===== src/rtl/rtc_pkg.sv =====
// Shared definitions for the RTC field editor: FSM states, field indices and
// counter range codes (the range codes are also decoded by the BCD counter).
package rtc_pkg;

   typedef enum logic [2:0] {
      ST_IDLE,
      ST_LOAD,
      ST_WAIT,
      ST_STEP,
      ST_SETTLE,
      ST_WB_NEXT,
      ST_WB_EXIT
   } state_t;

   localparam logic [2:0] F_SEC  = 3'd0;
   localparam logic [2:0] F_MIN  = 3'd1;
   localparam logic [2:0] F_HOUR = 3'd2;
   localparam logic [2:0] F_DAY  = 3'd3;
   localparam logic [2:0] F_MON  = 3'd4;
   localparam logic [2:0] F_YEAR = 3'd5;
   localparam logic [2:0] F_FMT  = 3'd6;

   localparam logic [2:0] COD_FMT  = 3'b000;
   localparam logic [2:0] COD_H12  = 3'b001;
   localparam logic [2:0] COD_H24  = 3'b010;
   localparam logic [2:0] COD_MIN  = 3'b011;
   localparam logic [2:0] COD_DAY  = 3'b100;
   localparam logic [2:0] COD_MON  = 3'b101;
   localparam logic [2:0] COD_YEAR = 3'b110;
   localparam logic [2:0] COD_SEC  = 3'b111;

endpackage


===== src/rtl/rtc_field_cod_map.sv =====
// Maps the field being edited to the counter range code; the hour range
// follows fmt_12h combinationally.
module rtc_field_cod_map
   import rtc_pkg::*;
(
   input  logic [2:0] field_sel,
   input  logic       fmt_12h,
   output logic [2:0] cnt_cod
);

   always_comb begin
      cnt_cod = COD_FMT;
      case (field_sel)
         F_SEC:   cnt_cod = COD_SEC;
         F_MIN:   cnt_cod = COD_MIN;
         F_HOUR:  cnt_cod = fmt_12h ? COD_H12 : COD_H24;
         F_DAY:   cnt_cod = COD_DAY;
         F_MON:   cnt_cod = COD_MON;
         F_YEAR:  cnt_cod = COD_YEAR;
         F_FMT:   cnt_cod = COD_FMT;
         default: cnt_cod = COD_FMT;
      endcase
   end

endmodule


===== src/rtl/rtc_field_edit_ctrl.sv =====
// Drives one shared BCD up/down counter to edit each clock/calendar field in
// turn, writing the edited value back to the field store and the RTC port.
module rtc_field_edit_ctrl
   import rtc_pkg::*;
#(
   parameter int NUM_FIELDS = 7,
   parameter int CMD_HOLD   = 2
)(
   input  logic       clkm,
   input  logic       reset,
   input  logic       edit_en,
   input  logic       btn_next,
   input  logic       btn_up,
   input  logic       btn_down,
   input  logic       fmt_12h,
   input  logic [3:0] cnt_bcd1,
   input  logic [3:0] cnt_bcd0,
   output logic       cnt_load,
   output logic [7:0] cnt_dato,
   output logic       cnt_en,
   output logic       cnt_up,
   output logic       cnt_down,
   output logic [2:0] cnt_cod,
   output logic [2:0] field_sel,
   output logic       wr_strobe,
   output logic [2:0] wr_addr,
   output logic [7:0] wr_data,
   output logic       busy
);

   localparam int HW = $clog2(CMD_HOLD + 1);
   localparam logic [HW-1:0] HOLD_LAST = HW'(CMD_HOLD - 1);
   localparam logic [2:0]    SEL_LAST  = 3'(NUM_FIELDS - 1);

   state_t          state, state_n;
   logic [HW-1:0]   hold;
   logic            dir_up, dir_n;
   logic [7:0]      field_q [NUM_FIELDS];
   logic [7:0]      cnt_val;
   logic            hold_last;

   assign cnt_val   = {cnt_bcd1, cnt_bcd0};
   assign hold_last = (hold == HOLD_LAST);

   rtc_field_cod_map u_cod_map (
      .field_sel (field_sel),
      .fmt_12h   (fmt_12h),
      .cnt_cod   (cnt_cod)
   );

   always_ff @(posedge clkm) begin
      if (reset) begin
         state     <= ST_IDLE;
         hold      <= '0;
         dir_up    <= 1'b0;
         field_sel <= '0;
         for (int unsigned i = 0; i < NUM_FIELDS; i++) field_q[i] <= '0;
      end else begin
         state  <= state_n;
         dir_up <= dir_n;
         // hold counts cycles spent in the current state; restarts on every transition
         hold   <= (state_n != state) ? '0 : hold + 1'b1;
         if (state == ST_WB_NEXT || state == ST_WB_EXIT)
            field_q[field_sel] <= cnt_val;
         if (state == ST_WB_NEXT)
            field_sel <= (field_sel == SEL_LAST) ? '0 : field_sel + 3'd1;
      end
   end

   always_comb begin
      state_n   = state;
      dir_n     = dir_up;
      cnt_load  = 1'b0;
      cnt_dato  = '0;
      cnt_en    = 1'b0;
      cnt_up    = 1'b0;
      cnt_down  = 1'b0;
      wr_strobe = 1'b0;
      wr_addr   = '0;
      wr_data   = '0;
      busy      = 1'b1;
      case (state)
         ST_IDLE: begin
            busy = 1'b0;
            if (edit_en) state_n = ST_LOAD;
         end
         ST_LOAD: begin
            cnt_load = 1'b1;
            cnt_dato = field_q[field_sel];
            if (hold_last) state_n = ST_WAIT;
         end
         ST_WAIT: begin
            busy = 1'b0;
            if (!edit_en)      state_n = ST_WB_EXIT;
            else if (btn_next) state_n = ST_WB_NEXT;
            else if (btn_up) begin
               state_n = ST_STEP;
               dir_n   = 1'b1;
            end else if (btn_down) begin
               state_n = ST_STEP;
               dir_n   = 1'b0;
            end
         end
         ST_STEP: begin
            cnt_en   = 1'b1;
            cnt_up   = dir_up;
            cnt_down = !dir_up;
            if (hold_last) state_n = ST_SETTLE;
         end
         ST_SETTLE: begin
            if (hold_last) state_n = ST_WAIT;
         end
         ST_WB_NEXT, ST_WB_EXIT: begin
            wr_strobe = 1'b1;
            wr_addr   = field_sel;
            wr_data   = cnt_val;
            state_n   = (state == ST_WB_NEXT) ? ST_LOAD : ST_IDLE;
         end
         default: state_n = ST_IDLE;
      endcase
      // reset silences the counter and RTC port in the same cycle, not one edge later
      if (reset) begin
         cnt_load  = 1'b0;
         cnt_dato  = '0;
         cnt_en    = 1'b0;
         cnt_up    = 1'b0;
         cnt_down  = 1'b0;
         wr_strobe = 1'b0;
         wr_addr   = '0;
         wr_data   = '0;
         busy      = 1'b0;
      end
   end

endmodule


===== config.mk =====
export PLATFORM = sky130hd
export DESIGN_NAME = rtc_field_edit_ctrl
export DESIGN_NICKNAME = d
export VERILOG_FILES = /design/src/rtl/rtc_pkg.sv /design/src/rtl/rtc_field_cod_map.sv /design/src/rtl/rtc_field_edit_ctrl.sv
export SDC_FILE = /design/constraint.sdc
export NUM_CORES = 1
export LEC_CHECK = 0
export ABC_AREA = 1
export CORE_MARGIN = 2
export CORE_UTILIZATION = 31
export CTS_CLUSTER_DIAMETER = 100
export CTS_CLUSTER_SIZE = 12
export DETAILED_ROUTE_END_ITERATION = 6
export HOLD_SLACK_MARGIN = 0.06
export PLACE_DENSITY = 0.59
export REMOVE_ABC_BUFFERS = 1
export SYNTH_ARGS = -nofsm -noshare
export SYNTH_HDL_FRONTEND = slang
export SYNTH_HIERARCHICAL = 1
export SYNTH_SLANG_ARGS = --single-unit

===== constraint.sdc =====
create_clock -name clkm -period 1.83 [get_ports clkm]
set_input_delay 0.2745 -clock clkm [delete_from_list [all_inputs] [get_ports clkm]]
set_output_delay 0.2745 -clock clkm [all_outputs]
set_load 0.05 [all_outputs]

Yosys cells after proc, flatten, opt, wreduce, memory -nomap -nowiden
Memories as Yosys holds them, arrays and structs flattened. A register that Yosys moved wholly into a read port is not among the register bits. Cells that the tools add are included.

Bitwise operators: 1. Muxes and demuxes: 42. Reductions and logical operators: 11. Equal/unequal tests: 14. $add $sub $neg: 2.

Operators with widths (number): $mux W8 (5); $mux W3 (13); $mux W1 (21); $eq A3 B3 Y1 const B (6); $pmux W3 S6 (1); $pmux W3 S5 (1); $eq A3 B2 Y1 const B (4); $reduce_or A2 Y1 (4); $reduce_or A8 Y1 (1); $eq A3 B1 Y1 const B (2); $logic_not A3 Y1 (2); $reduce_and A4 Y1 (1); $add A3 B1 Y3 const B (1); $ne A3 B3 Y1 (1); $add A2 B1 Y2 const B (1); $eq A2 B1 Y1 const B (1); $mux W2 (1); $reduce_bool A2 Y1 (1); $logic_not A1 Y1 (1); $logic_or A1 B1 Y1 (1); $not A1 Y1 (1).

Word-level logic and storage cells: 75. Output and inout port bits: 31. Flip-flop bits (word level): 9. Input bits: 15. RAM bits: 56. Memories kept: 1.

Memories: field_q (words 7, bits a word 8, read ports 1, clocked after Yosys merged registers in 1, write ports 7, line rtc_field_edit_ctrl.sv:38) `logic [7:0] field_q [NUM_FIELDS];`.

Logic depth before layout (Yosys ltp)
Word-level depth: 7. Depth in mapped cells: 11.

Modules after synthesis
Netlist, hierarchy kept.

Modules (own cells, without submodules): rtc_field_edit_ctrl (area an instance 3598.5 um^2, cells each 404, instances 1, seq. area each 2082.0 um^2); rtc_field_cod_map (area an instance 67.6 um^2, cells each 15, instances 1, seq. area each 0.0 um^2).

Worst setup path after synthesis
OpenSTA, ideal clock, no wires.

Path kind: register -> output. From: register state[0]. To: output port cnt_dato[0]. Path slack: -0.662 ns. Stages on the path, launching flop included: 6. Arrival: 2.218 ns. Buffers on the path: 1. Cells stage by stage: dfxtp_1 -> buf_2 -> inv_1 -> nor4_4 -> o21ai_0 -> nor2_1.

Cells in the longest elaborated chain, start to end: 3.

Ends and longest elaborated chain: start: declaration (line rtc_field_edit_ctrl.sv:35) `state_t state, state_n;`; start signal: assignment (line rtc_field_edit_ctrl.sv:59) `state <= state_n;`; $eq A3 B1 Y1 (line rtc_field_edit_ctrl.sv:82) `case (state)`; $mux W8 (line rtc_field_edit_ctrl.sv:82); $mux W8 (line rtc_field_edit_ctrl.sv:122) `if (reset) begin`; end: declaration (line rtc_field_edit_ctrl.sv:19) `output logic [7:0] cnt_dato,`.

Every way passes these cells.

==> flow_summary.yaml <==
worst_setup_path:
  r2r_slack_ns: 0.12
  cpMaxStageDelayCell: "dfxtp_4"
  cp.arrival_ns: 1.73
  worstPathRequired_ns: 1.56
  cp_max_fo: 8
  path_buf_inv: 2
  startpoint_type: "register"
  cp_cell_sequence: "buf_12, nor2_1, o32ai_2, nor2_2, nor2_1, buf_6"
  path_class: "reg2out"
  crit_top_cell: "nor2_1"
  cp-end-kind: "primary output"
  crit_family: "flip-flops"
  critical_path.max_stage_delay_ns: 0.45
power_and_ir_drop:
  combPwrFrac_pct: 11.4
  clkPwrFrac_pct: 42.5
  powerDensity_nw_per_um2: 753
  p_leak_nw: 2.16
  ir_worst_vdd_v: 0.000489
  p_switching_mw: 1.05
  finalPower_mw: 4.18
  switching_share_pct: 25.0
  power_frac_seq_pct: 46.1
  p_int_mw: 3.14
timing:
  hold_ws_ns: 0.370
  slew-limit-headroom_pct: 68.4
  worstMarginPinSlew_ns: 0.474
  fmax_mhz: 499
  hold_viol_final: 0
  setup_viol: 12
  finClkSkew_ns: 0.00669
  min_period_over_period_pct: 109
  final.min_clock_period_ns: 2.00
  rsz0062_at_grt: "yes"
  slew_violations: 0
  setup_ws_ns: -0.173
synth:
  synthCells: 419
  yosysWarnings: 6
  yosys.cell_types.count: 31
  synth-seq-area-share_pct: 56.8
  syn_area_um2: 3670
  syn_avg_cell_area_um2: 8.75
  ys_ff_latch: 76
clock_network:
  cts_buffers: 9
  clk_pin_slew_ns: 0.06
  ctsHtreeMaxLevel: 3
  clk_path_buf_depth: 2
  worstSkewPairLatency_ns: 0.33
  cts_tree: "done"
  cts_hold_buffers: 0
  clock_sinks: 76
  cts_root_buffer: "clkbuf_16"
floorplanning:
  initial_core_util_pct: 32.0
  die_x_um: 113
  die_h_um: 113
  io_pins: 46
  core_um2: 11500
  row_count: 39
  dieArea_um2: 12700
detailed_routing:
  wl_per_cell_um: 17.3
  ant_nets: 0
  drc: 0
  drt_iter0_drc: 280
  vias: 3360
  route.final.wire_length_mm: 11.4
  routed_via_density: 5.11
  dr.pass1.iters: 5
run_status:
  violations: "setup timing"
  status: "finished with violations"
grt:
  grt_pass1_wl_mm: 17.0
  grt_pass1_vias: 3305
  antenna_found_initial: 0
  gr-total-overflow: 0
  grt_max_degree: 33
  globalRouteTotalUtil_pct: 17.4
layout:
  final_cell_area_um2: 5550
  final_util_pct: 48.4
  nNetsFinal: 526
  n_antenna_cell: 0
  final_layout_size_suffix_gt1_share_pct: 31.7
  finalNonFillerCells: 658
  area_growth_pct: 51.5
placement:
  dp_cells: 629
  port_buffers: 45
  place_congestion: 0.828
  place_area_um2: 4750
  dp_hpwl_mm: 7.47
run:
  drv_cap: 0
min_path:
  hold_path_class: "in2reg"
routing by layer:
| layer | track usage (%) | vias to the layer above | routed length [um] |
|---|---|---|---|
| li1 | - | 1581 | - |
| met1 | 22.6 | 1597 | 4650 |
| met2 | 28.5 | 156 | 5550 |
| met3 | 2.95 | 26 | 871 |
| met4 | 7.80 | 0 | 342 |
| met5 | 0 | - | 0 |
tightest hold or removal path: stages:
cell and delay [ns]:
dlymetal6s2s_1 0.16, buf_4 0.16, a221oi_1 0.06
placed cells by master (no fill, tap or decap), types with 13 or more instances in the layout:
cell	instances
nor2_4	19
buf_12	27
dfxtp_1	15
buf_4	40
o21ai_1	24
edfxtp_1	56
nor2_2	13
clkdlybuf4s50_1	13
nor2_1	127
inv_1	34
nand2_1	26
clkbuf_16	14
o21ai_0	28
power groups by stage:
| stage | logic, mW | registers [mW] | clock network [mW] |
|---|---|---|---|
| after CTS | 0.451 | 1.92 | 1.78 |
| final | 0.476 | 1.93 | 1.78 |
| after global routing | 0.518 | 1.94 | 1.85 |
| after detailed placement | 0.422 | 1.96 | 0 |
| after global placement | 0.417 | 1.96 | 0 |
| after floorplan | 0.223 | 1.96 | 0 |
synthesized netlist by cell type (all sizes together):
cell type,instances,area [um2]
a21oi,8,43.8
clkinv,1,3.75
inv,39,149
nor4,1,21.3
clkbuf,9,33.8
o31ai,1,7.51
ha,1,12.5
nand2,34,170
edfxtp,56,1680
nor3,5,30.0
o21ai,52,260
a221oi,1,8.76
buf,7,33.8
nand4,4,25.0
a31oi,2,12.5
dfxtp,20,400
o32ai,8,70.1
nor2,160,644
nand3,9,50.1
o211ai,1,7.51
sequential cells by signal, summed over array words and instances, names as in the netlist, named ones only:
name and count:
field_sel 3, hold 2, dir_up 1, state 3, field_q 64
logic make-up after synthesis:
group                    Yosys count  share of synthesized area [%]
flip-flops                        76                           56.8
buffers and inverters             56                           6.01
adder cells (fa/ha/maj)            1                          0.341
AND/OR/NAND/NOR                  213                           25.7
AO/OA/AOI/OAI                     73                           11.2
what timing repair did:
action                     in CTS  in global routing
gates cloned                    2                  4
gates resized for setup        58                 49
buffers inserted                2                  7
setup endpoints to repair      22                 48
pin swaps                       8                 19
layout make-up:
type | count | area, um2
fill | 1025 | 5910
inverter | 40 | 160
clock buffer | 11 | 264
tap | 143 | 179
timing repair buffer | 96 | 1210
sequential | 76 | 2090
clock inverter | 5 | 40.0
multi-input combinational | 287 | 1610
stage by stage:
stage / TNS (ns) / worst slack (ns)
6_report: -1.34 / -0.173
5_1_grt: -2.04 / -0.238
4_1_cts: -1.27 / -0.184
3_5_place_dp: -10.04 / -0.197
3_3_place_gp: -7.99 / -0.151
2_1_floorplan: -25.70 / -0.699
final timing paths:
check	depth (start not counted)	to	startpoint
max reg2reg	7	field_q[2][0]$_SDFFCE_PN0P_	state[1]$_SDFF_PP0_
min	3	register	reset
max	6	cnt_dato[7]	register
min reg2reg	1	hold[0]$_SDFF_PP0_	hold[0]$_SDFF_PP0_
(Power assumes the default switching activity.)
